$ cat config.mk
export PLATFORM = sky130hd
export DESIGN_NAME = mem_access_unit_flat
export DESIGN_NICKNAME = d
export VERILOG_FILES = /design/src/rtl/mem_access_unit_if.sv /design/src/rtl/mem_access_unit.sv /design/src/flat_wrapper.sv
export SDC_FILE = /design/constraint.sdc
export NUM_CORES = 1
export LEC_CHECK = 0
export ABC_AREA = 1
export CAP_MARGIN = 20
export CELL_PAD_IN_SITES_DETAIL_PLACEMENT = 0
export CELL_PAD_IN_SITES_GLOBAL_PLACEMENT = 1
export CORE_AREA = 2 2 134 136
export CTS_BUF_LIST = sky130_fd_sc_hd__clkbuf_8
export CTS_CLUSTER_DIAMETER = 50
export DETAILED_ROUTE_END_ITERATION = 8
export DIE_AREA = 0 0 136 138
export GPL_TIMING_DRIVEN = 0
export PLACE_DENSITY = 0.92
export SETUP_SLACK_MARGIN = 0.1
export SLEW_MARGIN = 40
export SYNTH_ARGS = -nofsm -noshare
export SYNTH_HDL_FRONTEND = slang
export SYNTH_SLANG_ARGS = --single-unit
$ cat constraint.sdc
create_clock -name clk -period 1.9 [get_ports clk]
set_input_delay 0.57 -clock clk [delete_from_list [all_inputs] [get_ports clk]]
set_output_delay 0.57 -clock clk [all_outputs]
set_load 0.01 [all_outputs]
$ cat src/rtl/mem_access_unit_if.sv
// rtl/mem_access_unit_if.sv - data-memory request/response bus between the memory access unit and data memory
//
// Signals:
//   mem_req   request active (held for the whole access)
//   mem_we    1 = write, 0 = read
//   mem_addr  byte address (word aligned)
//   mem_wdata store data
//   mem_rdata load data, valid with mem_ack
//   mem_ack   access complete
// Modports: master = memory access unit, slave = data memory.
interface mem_access_unit_if;
    logic        mem_req;
    logic        mem_we;
    logic [31:0] mem_addr;
    logic [31:0] mem_wdata;
    logic [31:0] mem_rdata;
    logic        mem_ack;

    modport master (
        output mem_req, mem_we, mem_addr, mem_wdata,
        input  mem_rdata, mem_ack
    );

    modport slave (
        input  mem_req, mem_we, mem_addr, mem_wdata,
        output mem_rdata, mem_ack
    );
endinterface

$ cat src/rtl/mem_access_unit.sv
// rtl/mem_access_unit.sv - pipeline MEM stage: EX/MEM and MEM/WB registers with a data-memory access FSM
//
// Ports:
//   clk, rst_n                 clock, synchronous active-low reset
//   ex_*                       instruction presented by the EX stage
//   flush                      capture a bubble into EX/MEM instead of the EX instruction
//   bus                        data-memory request/response bus (master side)
//   stall                      freezes EX and upstream stages while an access waits
//   exmem_*                    registered EX/MEM fields for forwarding
//   wb_*                       MEM/WB register
//   misaligned, bus_error      one-cycle fault pulses
module mem_access_unit #(
    parameter int TIMEOUT = 16
) (
    input  logic                      clk,
    input  logic                      rst_n,
    input  logic                      ex_valid,
    input  logic [31:0]               ex_alu_result,
    input  logic [31:0]               ex_store_data,
    input  logic [4:0]                ex_reg_dest,
    input  logic                      ex_mem_read,
    input  logic                      ex_mem_write,
    input  logic                      ex_reg_write,
    input  logic                      ex_mem_to_reg,
    input  logic                      flush,
    mem_access_unit_if.master         bus,
    output logic                      stall,
    output logic [31:0]               exmem_alu_result,
    output logic [4:0]                exmem_reg_dest,
    output logic                      exmem_reg_write,
    output logic                      wb_valid,
    output logic                      wb_reg_write,
    output logic [4:0]                wb_reg_dest,
    output logic [31:0]               wb_data,
    output logic                      misaligned,
    output logic                      bus_error
);

    typedef enum logic {IDLE = 1'b0, BUSY = 1'b1} state_t;

    state_t      state, state_next;
    logic        exmem_valid;
    logic [31:0] exmem_store_data;
    logic        exmem_mem_read;
    logic        exmem_mem_write;
    logic        exmem_mem_to_reg;
    logic [7:0]  wait_count;
    logic        timeout_hit;
    logic        exmem_is_mem;

    assign exmem_is_mem = exmem_mem_read || exmem_mem_write;
    assign timeout_hit  = (state == BUSY) && (wait_count == 8'(TIMEOUT - 1)) && !bus.mem_ack;

    // Address and data come straight from EX/MEM, which is frozen while BUSY.
    assign bus.mem_addr  = exmem_alu_result;
    assign bus.mem_wdata = exmem_store_data;

    always_ff @(posedge clk) begin
        if (!rst_n) begin
            state <= IDLE;
        end else begin
            state <= state_next;
        end
    end

    // Every non-stalled edge loads a new EX/MEM entry, so the FSM decides
    // from the instruction being captured on that same edge.
    always_comb begin
        state_next = state;
        if (!stall) begin
            if (!flush && ex_valid && (ex_mem_read || ex_mem_write) && (ex_alu_result[1:0] == 2'b00)) begin
                state_next = BUSY;
            end else begin
                state_next = IDLE;
            end
        end
    end

    always_comb begin
        bus.mem_req = (state == BUSY);
        bus.mem_we  = (state == BUSY) && exmem_mem_write;
        stall       = (state == BUSY) && !bus.mem_ack && !timeout_hit;
    end

    always_ff @(posedge clk) begin
        if (!rst_n) begin
            exmem_valid      <= 1'b0;
            exmem_alu_result <= '0;
            exmem_store_data <= '0;
            exmem_reg_dest   <= '0;
            exmem_mem_read   <= 1'b0;
            exmem_mem_write  <= 1'b0;
            exmem_reg_write  <= 1'b0;
            exmem_mem_to_reg <= 1'b0;
            wb_valid         <= 1'b0;
            wb_reg_write     <= 1'b0;
            wb_reg_dest      <= '0;
            wb_data          <= '0;
            wait_count       <= '0;
            misaligned       <= 1'b0;
            bus_error        <= 1'b0;
        end else begin
            misaligned <= 1'b0;
            bus_error  <= 1'b0;

            if (!stall) begin
                if (flush) begin
                    exmem_valid      <= 1'b0;
                    exmem_alu_result <= '0;
                    exmem_store_data <= '0;
                    exmem_reg_dest   <= '0;
                    exmem_mem_read   <= 1'b0;
                    exmem_mem_write  <= 1'b0;
                    exmem_reg_write  <= 1'b0;
                    exmem_mem_to_reg <= 1'b0;
                end else begin
                    exmem_valid      <= ex_valid;
                    exmem_alu_result <= ex_alu_result;
                    exmem_store_data <= ex_store_data;
                    exmem_reg_dest   <= ex_reg_dest;
                    exmem_mem_read   <= ex_mem_read;
                    exmem_mem_write  <= ex_mem_write;
                    exmem_reg_write  <= ex_reg_write;
                    exmem_mem_to_reg <= ex_mem_to_reg;
                end
            end

            // Counter restarts on every edge that ends or begins an access.
            if (!stall) begin
                wait_count <= '0;
            end else begin
                wait_count <= wait_count + 8'd1;
            end

            wb_reg_dest <= exmem_reg_dest;
            if (state == IDLE) begin
                // In IDLE a valid memory op can only be a misaligned one.
                wb_valid     <= exmem_valid && !exmem_is_mem;
                wb_reg_write <= exmem_valid && !exmem_is_mem && exmem_reg_write;
                wb_data      <= exmem_alu_result;
                misaligned   <= exmem_valid && exmem_is_mem && (exmem_alu_result[1:0] != 2'b00);
            end else if (bus.mem_ack) begin
                wb_valid     <= 1'b1;
                wb_reg_write <= exmem_reg_write && !exmem_mem_write;
                wb_data      <= exmem_mem_to_reg ? bus.mem_rdata : exmem_alu_result;
            end else begin
                // Waiting or abandoned access: MEM/WB carries a bubble.
                wb_valid     <= 1'b0;
                wb_reg_write <= 1'b0;
                wb_data      <= '0;
                bus_error    <= timeout_hit;
            end
        end
    end

endmodule

$ cat src/flat_wrapper.sv
// flat-port wrapper written by rule: the top's interface ports become plain ports
module mem_access_unit_flat 
#(
    parameter int TIMEOUT = 16
)
  (clk, rst_n, ex_valid, ex_alu_result, ex_store_data, ex_reg_dest, ex_mem_read, ex_mem_write, ex_reg_write, ex_mem_to_reg, flush, stall, exmem_alu_result, exmem_reg_dest, exmem_reg_write, wb_valid, wb_reg_write, wb_reg_dest, wb_data, misaligned, bus_error, bus_mem_req, bus_mem_we, bus_mem_addr, bus_mem_wdata, bus_mem_rdata, bus_mem_ack);
  mem_access_unit_if bus_i ();
  input  logic clk;
  input  logic rst_n;
  input  logic ex_valid;
  input  logic [31:0] ex_alu_result;
  input  logic [31:0] ex_store_data;
  input  logic [4:0] ex_reg_dest;
  input  logic ex_mem_read;
  input  logic ex_mem_write;
  input  logic ex_reg_write;
  input  logic ex_mem_to_reg;
  input  logic flush;
  output logic stall;
  output logic [31:0] exmem_alu_result;
  output logic [4:0] exmem_reg_dest;
  output logic exmem_reg_write;
  output logic wb_valid;
  output logic wb_reg_write;
  output logic [4:0] wb_reg_dest;
  output logic [31:0] wb_data;
  output logic misaligned;
  output logic bus_error;
  output wire logic [$bits(bus_i.mem_req)-1:0] bus_mem_req;
  output wire logic [$bits(bus_i.mem_we)-1:0] bus_mem_we;
  output wire logic [$bits(bus_i.mem_addr)-1:0] bus_mem_addr;
  output wire logic [$bits(bus_i.mem_wdata)-1:0] bus_mem_wdata;
  input wire logic [$bits(bus_i.mem_rdata)-1:0] bus_mem_rdata;
  input wire logic [$bits(bus_i.mem_ack)-1:0] bus_mem_ack;
  assign bus_mem_req = bus_i.mem_req;
  assign bus_mem_we = bus_i.mem_we;
  assign bus_mem_addr = bus_i.mem_addr;
  assign bus_mem_wdata = bus_i.mem_wdata;
  assign bus_i.mem_rdata = bus_mem_rdata;
  assign bus_i.mem_ack = bus_mem_ack;
  mem_access_unit #(.TIMEOUT(TIMEOUT)) u_core (.clk(clk), .rst_n(rst_n), .ex_valid(ex_valid), .ex_alu_result(ex_alu_result), .ex_store_data(ex_store_data), .ex_reg_dest(ex_reg_dest), .ex_mem_read(ex_mem_read), .ex_mem_write(ex_mem_write), .ex_reg_write(ex_reg_write), .ex_mem_to_reg(ex_mem_to_reg), .flush(flush), .bus(bus_i), .stall(stall), .exmem_alu_result(exmem_alu_result), .exmem_reg_dest(exmem_reg_dest), .exmem_reg_write(exmem_reg_write), .wb_valid(wb_valid), .wb_reg_write(wb_reg_write), .wb_reg_dest(wb_reg_dest), .wb_data(wb_data), .misaligned(misaligned), .bus_error(bus_error));
endmodule
==> flow_summary.toml <==
[timing]
finalMaxSlewViolations = 0
rsz0062_at_grt = "yes"
max_slew_margin_pct = 65.1
setup_viol = 0
skew_ns = 0.0141
hold_ws_ns = 0.417
hold_viol = 0
worst_slew_pin_slew_ns = 0.520
final.setup.tns_ns = 0
fmax_ghz = 0.528
min_period_ns = 1.90
layout_worst_path_cycle_share_pct = 99.8

[die]
io_pins = 256
rows = 49
die_y_um = 138
start_util_pct = 26.2
die_w_um = 136
fp.dieArea_um2 = 18800
core-area_um2 = 17500

[synth]
synth_nets = 699
syn_inst = 588
ys_top_cells_by_count = "nand2_1, dfxtp_1, nand3_1"
synth_top_family_by_area = "simple AND/OR/NAND/NOR gates"
synth.cell_area_um2 = 4590
synth_top_cell_area_share_pct = 54.1
synth_edf_count = 0
synth_xor_area_share_pct = 0.763
synth-seq-cells = 124
syn_area_per_cell_um2 = 7.81
yosysWarnings = 0
yosys.area_share.adder_pct = 0.272
synth.most_common_cell = "nand2_1"
ys_seq_area_share_pct = 54.1
synth_mux_area_share_pct = 0
synth-simple-area-share_pct = 30.1
async_flop_share_pct = 0
synth_compound_area_share_pct = 4.44
yosysTopAreaCell = "dfxtp_1"
synth_cell_types = 22
synth.area.top_cells = "dfxtp_1, nand2_1, nand3_1"
synth_ff_type = "dfxtp_1"

[cts]
cts.sinks = 124
clk_transition_reported_paths_ns = 0.07
cts_made_buffers = 17
cts.htree.levels = 4
clockRootBuffer = "clkbuf_8"
cts_hold_buf = 0
clk_path_buf_depth = 2
cts_tree = "done"
clock_latency_ns = 0.43

[run]
cap_viol_max_count = 0

[drt]
dr.pass1.iters = 5
wire_per_inst_um = 13.8
vias_per_cell = 4.24
final_antenna_net_count = 0
drtIter0Drc = 165
wirelength_um = 15400
drc_errors = 0
wl_met1_um = 6390
vias = 4730
wl_met3_um = 1190
top_layer = "met5"
routed-wl-met2_um = 7450

[global_routing]
grt_remaining_overflow = 0
grt_max_degree = 17
grt_pass1_vias = 4448
grt_pass1_wl_um = 23900
track_usage_pct = 16.3
antenna_found_initial = 1

[cells_and_area]
drive_above_1_share_pct = 15.9
n_antenna_cell = 0
n_fill_cell = 1819
final_area_um2 = 7890
areaGrowthSynthToFinish_pct = 71.8
final_nets = 984

[power_and_ir_drop]
ir_drop_v = 0.000343
p_per_area_nw_per_um2 = 768
leakage_nw = 4.04

[critical_path]
arrival_ns = 1.33
end_kind = "output port"
critPathMaxFanout = 6
critPathKind = "reg -> out"
required_ns = 1.33
startpoint_type = "register"

[placement]
port_buffers = 254
dpl.hpwl_um = 11400
gp_congestion = 0.768
postPlaceCellArea_um2 = 7420

[status]
status = "finished, final reports clean"

[min_path]
hp-class = "in -> reg"
-- report_power, final --
group	leakage, nW	internal, mW	switching (mW)	total (mW)
Clock	0.249	1.66	1.01	2.67
Combinational	2.76	0.396	0.254	0.649
Sequential	1.03	2.69	0.0555	2.74
Total	4.04	4.75	1.32	6.06
-- cell families after synthesis --
kind of cell,after synthesis
fa+ha+maj,1
simple gates,336
xor+xnor,4
buf+inv,85
compound gates,38
flops,124
-- cell type report --
type                    count  area [µm²]  area share [%]
multi-input cells         379        1660            21.1
well taps                 229         287            3.63
clock inverters             8         136            1.73
plain buffers              64         398            5.04
flip-flops and latches    124        2550            32.3
repair buffers            266        2450            31.0
inverters                  21        78.8           0.999
clock buffers              24         330            4.19
-- cells in the final DEF, fill, tap and decap left out, drive strengths merged, types with 23 or more instances in the layout --
master	n
inv	24
clkdlybuf4s50	107
dlygate4sd2	140
a21oi	34
dfxtp	124
nand3	76
clkbuf	39
nand2	233
nor2	23
buf	64
-- stage by stage --
stage | setup slack (ns) | utilization [%] | std cells | total power, mW
detailed placement | -0.702 | 42.3 | 1071 | 3.52
finish | 0.00435 | 45.0 | 1115 | 6.06
global placement | -0.696 | 42.3 | 1071 | 3.51
CTS | -0.0360 | 44.9 | 1115 | 6.14
global route | -0.0884 | 45.0 | 1115 | 6.31
floorplan | 0.343 | - | 588 | 3.02
-- what timing repair did --
| action | 4_1_cts | 5_1_grt |
|---|---|---|
| setup buffers | 12 | 0 |
| gates resized for setup | 205 | 9 |
| endpoints found under the setup margin | 187 | 6 |
| pin swaps | 2 | 0 |
-- worst max-delay path: stages (launching register included) --
cell and delay, ns:
dfxtp_2 0.36, nor2_1 0.13, nand2_2 0.08, o21bai_4 0.16
inv_2 0.05, buf_6 0.12
-- routing by layer --
layer,global-route usage (%),vias to the layer above
li1,-,2394
met1,19.2,2137
met2,27.3,173
met3,5.72,24
met4,5.87,2
met5,0,-
-- final timing paths --
kind / depth (start not counted) / end / slack (ns) / startpoint
max: 5 / stall / 0.004 / u_core.wait_count[4]
min: 3 / u_core.wb_reg_dest[1] / 0.42 / rst_n
max reg2reg: 8 / u_core.bus.mem_addr[8] / 0.30 / u_core.wait_count[0]
min reg2reg: 2 / u_core.wb_reg_dest[1] / 0.44 / u_core.exmem_reg_dest[1]
No activity file was read; power rests on OpenSTA's default activity.
